<file path="config.mk">
export PLATFORM = sky130hd
export DESIGN_NAME = reorder_buffer_flat
export DESIGN_NICKNAME = d
export VERILOG_FILES = /design/src/rtl/reorder_buffer_if.sv /design/src/rtl/reorder_buffer.sv /design/src/flat_wrapper.sv
export SDC_FILE = /design/constraint.sdc
export NUM_CORES = 1
export LEC_CHECK = 0
export CAP_MARGIN = 10
export CORE_UTILIZATION = 25
export DETAILED_ROUTE_END_ITERATION = 6
export GPL_ROUTABILITY_DRIVEN = 0
export PLACE_DENSITY_LB_ADDON = 0.15
export SLEW_MARGIN = 10
export SYNTH_ARGS = -nofsm -noshare
export SYNTH_HDL_FRONTEND = slang
export SYNTH_SLANG_ARGS = --single-unit
</file>
<file path="constraint.sdc">
create_clock -name clk -period 6.3 [get_ports clk]
set_input_delay 1.26 -clock clk [delete_from_list [all_inputs] [get_ports clk]]
set_output_delay 1.26 -clock clk [all_outputs]
set_load 0.05 [all_outputs]
</file>
<file path="src/rtl/reorder_buffer_if.sv">
`default_nettype none
// ============================================================================
// Module      : reorder_buffer_if
// Description : Bundle of the rename/allocate, writeback and commit signals
//               between the reorder buffer and its neighbours.
//               master : driven by rename / execution side (testbench)
//               slave  : the reorder buffer itself
//               Optional macro ROB_EXCEPTION_EN adds the wb_exc signal.
// Revision    : 1.0 - initial release
// ============================================================================
interface reorder_buffer_if #(
    parameter int NUM_ENTRIES = 16,
    parameter int A_REG_W     = 5,
    parameter int P_REG_W     = 6,
    parameter int TAG_W       = $clog2(NUM_ENTRIES)
);
    // allocate (rename side)
    logic               alloc_valid;
    logic               alloc_ready;
    logic               alloc_has_dest;
    logic [A_REG_W-1:0] alloc_dest_arch;
    logic [P_REG_W-1:0] alloc_p_new;
    logic [P_REG_W-1:0] alloc_p_old;
    logic [TAG_W-1:0]   alloc_tag;
    // writeback (execution side)
    logic               wb_valid;
    logic [TAG_W-1:0]   wb_tag;
`ifdef ROB_EXCEPTION_EN
    logic               wb_exc;
`endif
    // commit / status
    logic               commit_valid;
    logic [A_REG_W-1:0] commit_dest_arch;
    logic [P_REG_W-1:0] commit_p_new;
    logic [P_REG_W-1:0] commit_p_old;
    logic               flush;
    logic               empty;

    modport master (
`ifdef ROB_EXCEPTION_EN
        output wb_exc,
`endif
        output alloc_valid, alloc_has_dest, alloc_dest_arch, alloc_p_new,
               alloc_p_old, wb_valid, wb_tag,
        input  alloc_ready, alloc_tag, commit_valid, commit_dest_arch,
               commit_p_new, commit_p_old, flush, empty
    );

    modport slave (
`ifdef ROB_EXCEPTION_EN
        input  wb_exc,
`endif
        input  alloc_valid, alloc_has_dest, alloc_dest_arch, alloc_p_new,
               alloc_p_old, wb_valid, wb_tag,
        output alloc_ready, alloc_tag, commit_valid, commit_dest_arch,
               commit_p_new, commit_p_old, flush, empty
    );
endinterface
`default_nettype wire

</file>
<file path="src/rtl/reorder_buffer.sv">
`default_nettype none
// ============================================================================
// Module      : reorder_buffer
// Description : Circular in-order reorder buffer. Entries are allocated at
//               the tail by rename, marked done out of order by writeback,
//               and retired in program order (one per cycle) from the head.
//               Retirement returns the previous physical mapping to the free
//               list via commit_p_old (0 when nothing is to be freed).
// Ports       : clk, rst (synchronous, active high)
//               rob (reorder_buffer_if.slave): alloc_*, wb_*, commit_*,
//               flush, empty
// Macro       : ROB_EXCEPTION_EN - stores a per-entry exception bit; an
//               excepting head flushes the whole buffer instead of retiring.
// Revision    : 1.0 - initial release
// ============================================================================
module reorder_buffer #(
    parameter int NUM_ENTRIES = 16,
    parameter int A_REG_W     = 5,
    parameter int P_REG_W     = 6,
    parameter int TAG_W       = $clog2(NUM_ENTRIES)
) (
    input wire logic         clk,
    input wire logic         rst,
    reorder_buffer_if.slave  rob
);

    localparam logic [TAG_W:0]   c_full_count = (TAG_W+1)'(NUM_ENTRIES);
    localparam logic [TAG_W:0]   c_count_one  = (TAG_W+1)'(1);
    localparam logic [TAG_W-1:0] c_tag_one    = TAG_W'(1);

    // per-entry state
    logic [NUM_ENTRIES-1:0] r_valid;
    logic [NUM_ENTRIES-1:0] r_done;
    logic [NUM_ENTRIES-1:0] r_has_dest;
    logic [A_REG_W-1:0]     r_dest_arch [NUM_ENTRIES];
    logic [P_REG_W-1:0]     r_p_new     [NUM_ENTRIES];
    logic [P_REG_W-1:0]     r_p_old     [NUM_ENTRIES];

    logic [TAG_W-1:0]       r_head;
    logic [TAG_W-1:0]       r_tail;
    logic [TAG_W:0]         r_count;

    logic                   r_commit_valid;
    logic [A_REG_W-1:0]     r_commit_dest_arch;
    logic [P_REG_W-1:0]     r_commit_p_new;
    logic [P_REG_W-1:0]     r_commit_p_old;

    logic                   w_head_done;
    logic                   w_head_exc;
    logic                   w_retire;
    logic                   w_flush;
    logic                   w_full;
    logic                   w_alloc;
    logic                   w_wb_hit;

    assign w_head_done = r_valid[r_head] && r_done[r_head];
    assign w_full      = (r_count == c_full_count);
    assign w_wb_hit    = rob.wb_valid && r_valid[rob.wb_tag];

`ifdef ROB_EXCEPTION_EN
    logic [NUM_ENTRIES-1:0] r_exc;
    logic                   r_flush;
    assign w_head_exc = r_exc[r_head];
    assign rob.flush  = r_flush;
`else
    assign w_head_exc = 1'b0;
    assign rob.flush  = 1'b0;
`endif

    assign w_retire = w_head_done && !w_head_exc;
    assign w_flush  = w_head_done && w_head_exc;

    // Readiness deliberately ignores a same-cycle retirement so the ready
    // path stays short; an excepting head also blocks allocation because
    // that edge wipes the buffer.
    assign rob.alloc_ready = !w_full && !w_flush;
    assign w_alloc         = rob.alloc_valid && !w_full && !w_flush;
    assign rob.alloc_tag   = r_tail;
    assign rob.empty       = (r_count == '0);

    assign rob.commit_valid     = r_commit_valid;
    assign rob.commit_dest_arch = r_commit_dest_arch;
    assign rob.commit_p_new     = r_commit_p_new;
    assign rob.commit_p_old     = r_commit_p_old;

    // Control state: valid/done bits, pointers, occupancy, commit outputs.
    always_ff @(posedge clk) begin
        if (rst) begin
            r_valid            <= '0;
            r_done             <= '0;
            r_head             <= '0;
            r_tail             <= '0;
            r_count            <= '0;
            r_commit_valid     <= 1'b0;
            r_commit_dest_arch <= '0;
            r_commit_p_new     <= '0;
            r_commit_p_old     <= '0;
`ifdef ROB_EXCEPTION_EN
            r_exc              <= '0;
            r_flush            <= 1'b0;
`endif
        end else if (w_flush) begin
            r_valid        <= '0;
            r_head         <= '0;
            r_tail         <= '0;
            r_count        <= '0;
            r_commit_valid <= 1'b0;
`ifdef ROB_EXCEPTION_EN
            r_flush        <= 1'b1;
`endif
        end else begin
`ifdef ROB_EXCEPTION_EN
            r_flush <= 1'b0;
`endif
            r_commit_valid <= w_retire;

            // A writeback can only hit a valid entry, so it never aliases the
            // (invalid) tail slot being allocated this cycle.
            if (w_wb_hit) begin
                r_done[rob.wb_tag] <= 1'b1;
`ifdef ROB_EXCEPTION_EN
                r_exc[rob.wb_tag]  <= rob.wb_exc;
`endif
            end

            if (w_alloc) begin
                r_valid[r_tail] <= 1'b1;
                r_done[r_tail]  <= 1'b0;
`ifdef ROB_EXCEPTION_EN
                r_exc[r_tail]   <= 1'b0;
`endif
                r_tail          <= r_tail + c_tag_one;
            end

            if (w_retire) begin
                r_valid[r_head]    <= 1'b0;
                r_head             <= r_head + c_tag_one;
                r_commit_dest_arch <= r_dest_arch[r_head];
                r_commit_p_new     <= r_p_new[r_head];
                // Nothing to free for no-dest instructions or writes to r0.
                r_commit_p_old     <= (r_has_dest[r_head] && (r_dest_arch[r_head] != '0))
                                      ? r_p_old[r_head] : '0;
            end

            if (w_alloc && !w_retire) begin
                r_count <= r_count + c_count_one;
            end else if (w_retire && !w_alloc) begin
                r_count <= r_count - c_count_one;
            end
        end
    end

    // Payload storage: written only on allocation, no reset needed.
    always_ff @(posedge clk) begin
        if (w_alloc) begin
            r_has_dest[r_tail]  <= rob.alloc_has_dest;
            r_dest_arch[r_tail] <= rob.alloc_dest_arch;
            r_p_new[r_tail]     <= rob.alloc_p_new;
            r_p_old[r_tail]     <= rob.alloc_p_old;
        end
    end

endmodule
`default_nettype wire

</file>
<file path="src/flat_wrapper.sv">
// flat-port wrapper written by rule: the top's interface ports become plain ports
module reorder_buffer_flat 
#(
    parameter int NUM_ENTRIES = 16,
    parameter int A_REG_W     = 5,
    parameter int P_REG_W     = 6,
    parameter int TAG_W       = $clog2(NUM_ENTRIES)
)
  (clk, rst, rob_alloc_valid, rob_alloc_has_dest, rob_alloc_dest_arch, rob_alloc_p_new, rob_alloc_p_old, rob_wb_valid, rob_wb_tag, rob_alloc_ready, rob_alloc_tag, rob_commit_valid, rob_commit_dest_arch, rob_commit_p_new, rob_commit_p_old, rob_flush, rob_empty);
  reorder_buffer_if #(.NUM_ENTRIES(NUM_ENTRIES), .A_REG_W(A_REG_W), .P_REG_W(P_REG_W), .TAG_W(TAG_W)) rob_i ();
  input wire logic clk;
  input wire logic rst;
  input wire logic [$bits(rob_i.alloc_valid)-1:0] rob_alloc_valid;
  input wire logic [$bits(rob_i.alloc_has_dest)-1:0] rob_alloc_has_dest;
  input wire logic [$bits(rob_i.alloc_dest_arch)-1:0] rob_alloc_dest_arch;
  input wire logic [$bits(rob_i.alloc_p_new)-1:0] rob_alloc_p_new;
  input wire logic [$bits(rob_i.alloc_p_old)-1:0] rob_alloc_p_old;
  input wire logic [$bits(rob_i.wb_valid)-1:0] rob_wb_valid;
  input wire logic [$bits(rob_i.wb_tag)-1:0] rob_wb_tag;
  output wire logic [$bits(rob_i.alloc_ready)-1:0] rob_alloc_ready;
  output wire logic [$bits(rob_i.alloc_tag)-1:0] rob_alloc_tag;
  output wire logic [$bits(rob_i.commit_valid)-1:0] rob_commit_valid;
  output wire logic [$bits(rob_i.commit_dest_arch)-1:0] rob_commit_dest_arch;
  output wire logic [$bits(rob_i.commit_p_new)-1:0] rob_commit_p_new;
  output wire logic [$bits(rob_i.commit_p_old)-1:0] rob_commit_p_old;
  output wire logic [$bits(rob_i.flush)-1:0] rob_flush;
  output wire logic [$bits(rob_i.empty)-1:0] rob_empty;
  assign rob_i.alloc_valid = rob_alloc_valid;
  assign rob_i.alloc_has_dest = rob_alloc_has_dest;
  assign rob_i.alloc_dest_arch = rob_alloc_dest_arch;
  assign rob_i.alloc_p_new = rob_alloc_p_new;
  assign rob_i.alloc_p_old = rob_alloc_p_old;
  assign rob_i.wb_valid = rob_wb_valid;
  assign rob_i.wb_tag = rob_wb_tag;
  assign rob_alloc_ready = rob_i.alloc_ready;
  assign rob_alloc_tag = rob_i.alloc_tag;
  assign rob_commit_valid = rob_i.commit_valid;
  assign rob_commit_dest_arch = rob_i.commit_dest_arch;
  assign rob_commit_p_new = rob_i.commit_p_new;
  assign rob_commit_p_old = rob_i.commit_p_old;
  assign rob_flush = rob_i.flush;
  assign rob_empty = rob_i.empty;
  reorder_buffer #(.NUM_ENTRIES(NUM_ENTRIES), .A_REG_W(A_REG_W), .P_REG_W(P_REG_W), .TAG_W(TAG_W)) u_core (.clk(clk), .rst(rst), .rob(rob_i));
endmodule
</file>
==> flow_summary.yaml, run 1 <==
clocking:
  tritoncts: "done"
  post_cts.repair.setup_buffers: 0
  insertion_delay_ns: 0.57
  clock_tree.root_cell: "clkbuf_16"
  clk_pin_slew_ns: 0.06
  cts.htree.levels: 2
  cts_num_sinks: 355
  clock_tree.buffer_depth: 3
  post_cts_resized: 0
  cts_made_buffers: 40
  ctsHoldBuffers: 0
sta:
  final-hold-violation-count: 0
  peak_freq_mhz: 235
  setup_skew_after_layout_ns: 0.0174
  final.period_utilization_pct: 67.6
  setup_tns_ns: 0
  final_max_slew_viol_count: 0
  slew_headroom_pct: 37.0
  final-setup-viol-count: 0
  rsz0062_at_grt: "no"
  final_period_minus_worst_setup_slack_ns: 4.26
  tightestPinTransition_ns: 0.933
  worst_slack_on_hold_paths_ns: 0.464
layout:
  utilization_pct: 30.4
  stdcell_area_mm2: 0.0165
  final_layout_size_suffix_gt1_share_pct: 22.5
  layout.nets: 865
  layout.area.seq_mm2: 0.00999
  antenna_cells_inserted: 0
  multi_input_area_mm2: 0.00365
  areaGrowthSynthToFinish_pct: 19.1
  final.fill_count: 5285
logic_synthesis:
  synth_area_leader_cell: "edfxtp_1"
  asyncSetResetFlopFracSynth_pct: 0
  main_combinational_cell_family_by_area_after_synthesis: "multiplexers"
  syn-cell-area_mm2: 0.0139
  post_synth_fa_ha_maj_area_fraction_pct: 1.23
  synth_ff_type: "edfxtp_1"
  netlist.area_leader.share_pct: 62.4
  area_contributors_post_synth: "edfxtp_1, mux4_2, dfxtp_1, a21oi_1, ha_1"
  muxShareOfSynthArea_pct: 14.6
  synthXorXnorAreaFrac_pct: 0.569
  netlist-cell-type-count: 43
  synth-edff-count: 288
  synth_area_per_cell_um2: 18.3
  ys_seq_area_share_pct: 72.1
  synthCells: 757
  count_of_state_elements_after_synthesis: 355
  synthesis.nets: 796
  synth_simple_gate_area_share_pct: 4.41
  yosysWarnings: 0
  synth_compound_gate_area_share_pct: 5.09
floorplanning:
  dieArea_mm2: 0.0563
  top_level_ports: 51
  fp.dieH_um: 237
  die_w_um: 237
  standard_cell_core_area_mm2: 0.0542
  fp-row-count: 85
  floorplan.initialDensity_pct: 25.5
worst_setup_path:
  timing.critical_path.max_delay_family: "buffers and inverters"
  path_buf_inv: 4
  cp_cell_sequence: "buf_4 -> mux4_2 -> a22oi_1 -> nand2_1 -> and2_1 -> buf_4 -> inv_2 -> ha_1 -> inv_1 -> ha_1 -> nor2b_1 -> o21a_1 -> or3_1 -> a21oi_1 -> xnor2_1 -> nor2_1"
  worst-r2r-setup-slack_ns: 2.04
  depth_of_the_worst_register_to_register_path: 16
  reg2reg_capture_point: "u_core.r_count[4]"
  start_kind: "register"
  rr_startpoint: "u_core.r_head[1]"
  arrival_ns: 4.68
  timing.critical_path.required_ns: 6.72
  endpoint_kind: "register"
  timing.critical_path.slowest_stage_cell: "dfxtp_2"
  critical_path.max_stage_delay_ns: 0.54
  worstPathMaxFanout: 28
  worst-setup-path-type: "reg2reg"
placement:
  placed_cell_area_mm2: 0.0152
  detailedPlacementHpwl_mm: 21.7
  io_buf_count: 49
min_path:
  worstHoldEndpoint: "u_core.rob.commit_dest_arch[3]"
  timing.hold.worst.start: "u_core.rob.commit_dest_arch[3]"
  worst_hold_path_type: "reg2reg"
  min_path_cells: 2
route:
  drc: 0
  vias_per_cell: 4.71
  detail-route-antenna-nets: 0
  dr_total_vias: 7322
  dr.pass1.iters: 5
  drt_iter0_markers: 464
  average_wire_length_per_cell_after_detail_routing_um: 23.4
  totalWireLength_mm: 36.4
power:
  power_per_cell_area_mw_per_mm2: 317
  vdd_drop_max_mv: 0.157
  leak_pwr_nw: 5.04
  power.total_mw: 5.23
outcome:
  run_status: "complete, no violations"
global_routing:
  grt_first_pass_wirelength_mm: 54.3
  grt_max_degree: 61
  gr-usage-all-layers_pct: 13.3
  overflow: 0
  first_global_vias: 7657
  grt_antenna_before_repair: 0
job:
  max_cap_violation_count: 0
[area by class of cell]
type                            instances  area share [%]
Clock buffer                           63            6.83
Timing Repair Buffer                   73            4.04
Inverter                                8           0.182
Multi-Input combinational cell        348            22.1
Sequential cell                       355            60.6
Tap cell                              696            5.28
Clock inverter                         11           0.971
[kinds of logic after synthesis]
family,count (synthesis)
other,1
DFF,355
adders and majority gates,13
muxes,90
xor gates and xnor gates,9
and+or+nand+nor,130
buffers and inverters,54
AOI/OAI and AO/OA,105
[synth_stat cells, drive strengths merged, types with 7 or more instances]
cell and count:
nor3 21, a21oi 32, buf 22, clkbuf 24, nor2b 11, edfxtp 288, inv 8, nand2 37
mux4 90, a311oi 12, ha 12, a22o 7, a22oi 16, nor2 39, a31oi 20, dfxtp 67
[stage by stage]
stage                     std cells  setup slack, ns
after floorplan                 757             2.75
after global placement         1480             1.89
after detailed placement       1480             1.96
after CTS                      1554             2.00
after global routing           1554             1.70
final                          1554             2.04
[registers in the layout, indices dropped and copies added (netlist names), named ones only]
register                     flops
u_core.rob.commit_p_new          6
u_core.rob.commit_p_old          6
u_core.r_p_old                  96
u_core.rob.alloc_tag             4
u_core.rob.commit_valid          1
u_core.r_done                   16
u_core.r_dest_arch              80
u_core.rob.commit_dest_arch      5
u_core.r_p_new                  96
u_core.r_valid                  16
u_core.r_head                    4
u_core.r_count                   5
u_core.r_has_dest               16
[worst max-delay path by stage]
stage	start	to	slack, ns	cells after the start
floorplan	rob_alloc_valid	u_core.r_count[4]	2.75	12
global placement	rob_alloc_valid	u_core.r_count[4]	1.89	11
detailed placement	rob_alloc_valid	u_core.r_count[4]	1.96	11
CTS	u_core.r_head[1]	u_core.r_count[4]	2.00	16
global route	u_core.r_head[1]	u_core.r_count[4]	1.70	16
finish	u_core.r_head[1]	u_core.r_count[4]	2.04	16
[layer usage]
layer	routed length, um	global-route usage (%)
met1	17700	19.3
met4	677	4.03
met5	0	0
met3	1530	2.19
met2	16500	20.1
[where the power goes]
part,switching [mW],internal [mW]
logic,0.194,0.113
clock network,0.942,1.36
registers,0.0257,2.60
total,1.16,4.07
[tightest hold or removal path: stages (launching register included)]
cell and delay [ns]:
dfxtp_1 0.31, nand2_1 0.05, a21oi_1 0.05
[cells in the final DEF (no fill, tap or decap), types with 7 or more instances in the layout]
cell	n
a22oi_1	16
a31oi_1	20
clkbuf_1	19
inv_1	7
a21oi_1	32
clkdlybuf4s50_1	48
mux4_2	90
dfxtp_1	63
nor2_2	13
nor3_1	17
nor2b_1	11
ha_1	12
nor2_1	26
buf_4	24
clkbuf_16	40
a311oi_1	12
edfxtp_1	288
a22o_1	7
nand2_1	37
Note: power is estimated with default switching activity, not from simulation.
==> run 2, diff against run 1 <==
==> constraint.sdc (replaced) <==
create_clock -name clk -period 4.1 [get_ports clk]
set_input_delay 0.82 -clock clk [delete_from_list [all_inputs] [get_ports clk]]
set_output_delay 0.82 -clock clk [all_outputs]
set_load 0.05 [all_outputs]
==> run 2 against run 1 <==
Net effect:
- combinational power rose by 63%
- critical path type unchanged
- sequential cell count did not move
- die area did not move
- global-route usage barely moved
- largest cell class unchanged
- wire length rose by 0.96%
- final area rose by 0.77%
- core utilization rose by 0.24 points
- non-clock buffer count rose by 16
- sequential share of layout area fell by 0.47 points
==> flow_summary.yaml, run 2 (synthesized netlist as in run 1, its figures left out) <==
outcome:
  run_status: "complete, no violations"
sta:
  setup_skew_after_layout_ns: 0.0143
  peak_freq_mhz: 288
  tightestPinTransition_ns: 0.824
  final_period_minus_worst_setup_slack_ns: 3.47
  final_max_slew_viol_count: 0
  setup_tns_ns: 0
  final-setup-viol-count: 0
  final-hold-violation-count: 0
  final.period_utilization_pct: 84.7
  setup_ws_ns: 0.629
  slew_headroom_pct: 45.0
  rsz0062_at_grt: "no"
clocking:
  cts.htree.levels: 2
  tritoncts: "done"
  ctsHoldBuffers: 0
  clock_tree.root_cell: "clkbuf_16"
  post_cts_resized: 0
  insertion_delay_ns: 0.54
  post_cts.repair.setup_buffers: 0
  clock_tree.buffer_depth: 3
  clk_pin_slew_ns: 0.06
  cts_num_sinks: 355
  cts_made_buffers: 40
job:
  max_cap_violation_count: 0
floorplanning:
  standard_cell_core_area_mm2: 0.0542
  fp-row-count: 85
  fp.dieH_um: 237
  floorplan.initialDensity_pct: 25.5
  top_level_ports: 51
  die_w_um: 237
  dieArea_mm2: 0.0563
route:
  average_wire_length_per_cell_after_detail_routing_um: 23.4
  vias_per_cell: 4.65
  totalWireLength_mm: 36.7
  dr_total_vias: 7284
  detail-route-antenna-nets: 0
  dr.pass1.iters: 5
  drc: 0
  drt_iter0_markers: 444
worst_setup_path:
  cp_cell_sequence: "mux4_2 -> a22oi_1 -> nand2_1 -> and2_1 -> inv_2 -> ha_1 -> inv_1 -> ha_1 -> nor2b_1 -> o21a_1 -> or3_1 -> a21oi_1 -> xnor2_1 -> nor2_1"
  endpoint_kind: "register"
  start_kind: "register"
  worst-setup-path-type: "reg2reg"
  path_buf_inv: 2
  arrival_ns: 3.86
  worstPathMaxFanout: 12
  reg2reg_capture_point: "u_core.r_count[4]"
  critical_path.max_stage_delay_ns: 0.56
  timing.critical_path.required_ns: 4.49
  worst-r2r-setup-slack_ns: 0.63
  depth_of_the_worst_register_to_register_path: 14
  timing.critical_path.max_delay_family: "simple AND/OR/NAND/NOR gates"
  critical-path-top-cell-by-count: "ha_1"
  rr_startpoint: "u_core.r_head[0]"
  timing.critical_path.slowest_stage_cell: "dfxtp_2"
placement:
  detailedPlacementHpwl_mm: 21.8
  io_buf_count: 49
  place_ws_ns: 0.638
  placed_cell_area_mm2: 0.0154
  dp.cells: 1496
min_path:
  timing.hold.worst.start: "u_core.rob.commit_dest_arch[1]"
  worstHoldEndpoint: "u_core.rob.commit_dest_arch[1]"
  min_path_cells: 2
  worst_hold_path_type: "reg2reg"
global_routing:
  overflow: 0
  grt_max_degree: 60
  gr-usage-all-layers_pct: 13.2
  first_global_vias: 7714
  grt_first_pass_wirelength_mm: 54.0
  grt_antenna_before_repair: 1
layout:
  mostFrequentLayoutCells: "edfxtp_1, mux4_2, dfxtp_1"
  post_layout_nonfiller_instances: 1567
  layout.nets: 881
  areaGrowthSynthToFinish_pct: 20.0
  layout.cells.most_common: "edfxtp_1"
  layout.area.seq_mm2: 0.00999
  utilization_pct: 30.6
  stdcell_area_mm2: 0.0166
  biggestRegsByFlops: "u_core.r_p_new: 96 flops, u_core.r_p_old: 96 flops, u_core.r_dest_arch: 80 flops"
  multi_input_area_mm2: 0.00365
  final_layout_size_suffix_gt1_share_pct: 23.9
  final.fill_count: 5336
power:
  power_per_cell_area_mw_per_mm2: 474
  vdd_drop_max_mv: 0.273
  leak_pwr_nw: 5.11
-- run 2: cell type report --
cell class	instances	share of cell area (%)
Clock inverter	17	0.873
Multi-Input combinational cell	348	21.9
Antenna cell	1	0.0151
Tap cell	696	5.24
Sequential cell	355	60.1
Inverter	8	0.181
Clock buffer	53	6.38
Timing Repair Buffer	89	5.25
-- run 2: power by group --
| part | internal, mW | leakage [nW] | total (mW) | switching [mW] |
|---|---|---|---|---|
| combinational | 0.186 | 1.37 | 0.500 | 0.314 |
| sequential | 3.99 | 3.14 | 4.02 | 0.0355 |
| clock | 1.94 | 0.595 | 3.36 | 1.42 |
| total | 6.12 | 5.11 | 7.88 | 1.77 |
-- run 2: routing by layer --
metal	track usage (%)	share of wire (%)
met3	2.29	4.1
met5	0	0
met4	3.28	1.7
met1	18.4	47
met2	21.3	47
-- run 2: worst max-delay path by stage --
stage | slack, ns | startpoint | endpoint | cells past startpoint
floorplan | 0.59 | u_core.r_head[0] | u_core.r_count[4] | 17
global placement | 0.66 | u_core.r_head[0] | u_core.r_count[4] | 14
detailed placement | 0.64 | u_core.r_head[0] | u_core.r_count[4] | 14
CTS | 0.62 | u_core.r_head[0] | u_core.r_count[4] | 14
global route | 0.43 | u_core.r_head[0] | u_core.r_count[4] | 14
finish | 0.63 | u_core.r_head[0] | u_core.r_count[4] | 14
-- run 2: worst register-to-register path: stages (launching register included) --
cell and delay [ns]:
dfxtp_2 0.56, mux4_2 0.56, a22oi_1 0.20, nand2_1 0.13
and2_1 0.22, inv_2 0.07, ha_1 0.20, inv_1 0.10
ha_1 0.31, nor2b_1 0.15, o21a_1 0.17, or3_1 0.30
a21oi_1 0.18, xnor2_1 0.13, nor2_1 0.05
-- run 2: per-stage QoR --
step,hold WS (ns),total power [mW]
after floorplan,0.481,4.38
after global placement,0.448,4.61
after detailed placement,0.450,4.61
after CTS,0.458,7.99
after global routing,0.470,8.16
final,0.453,7.88
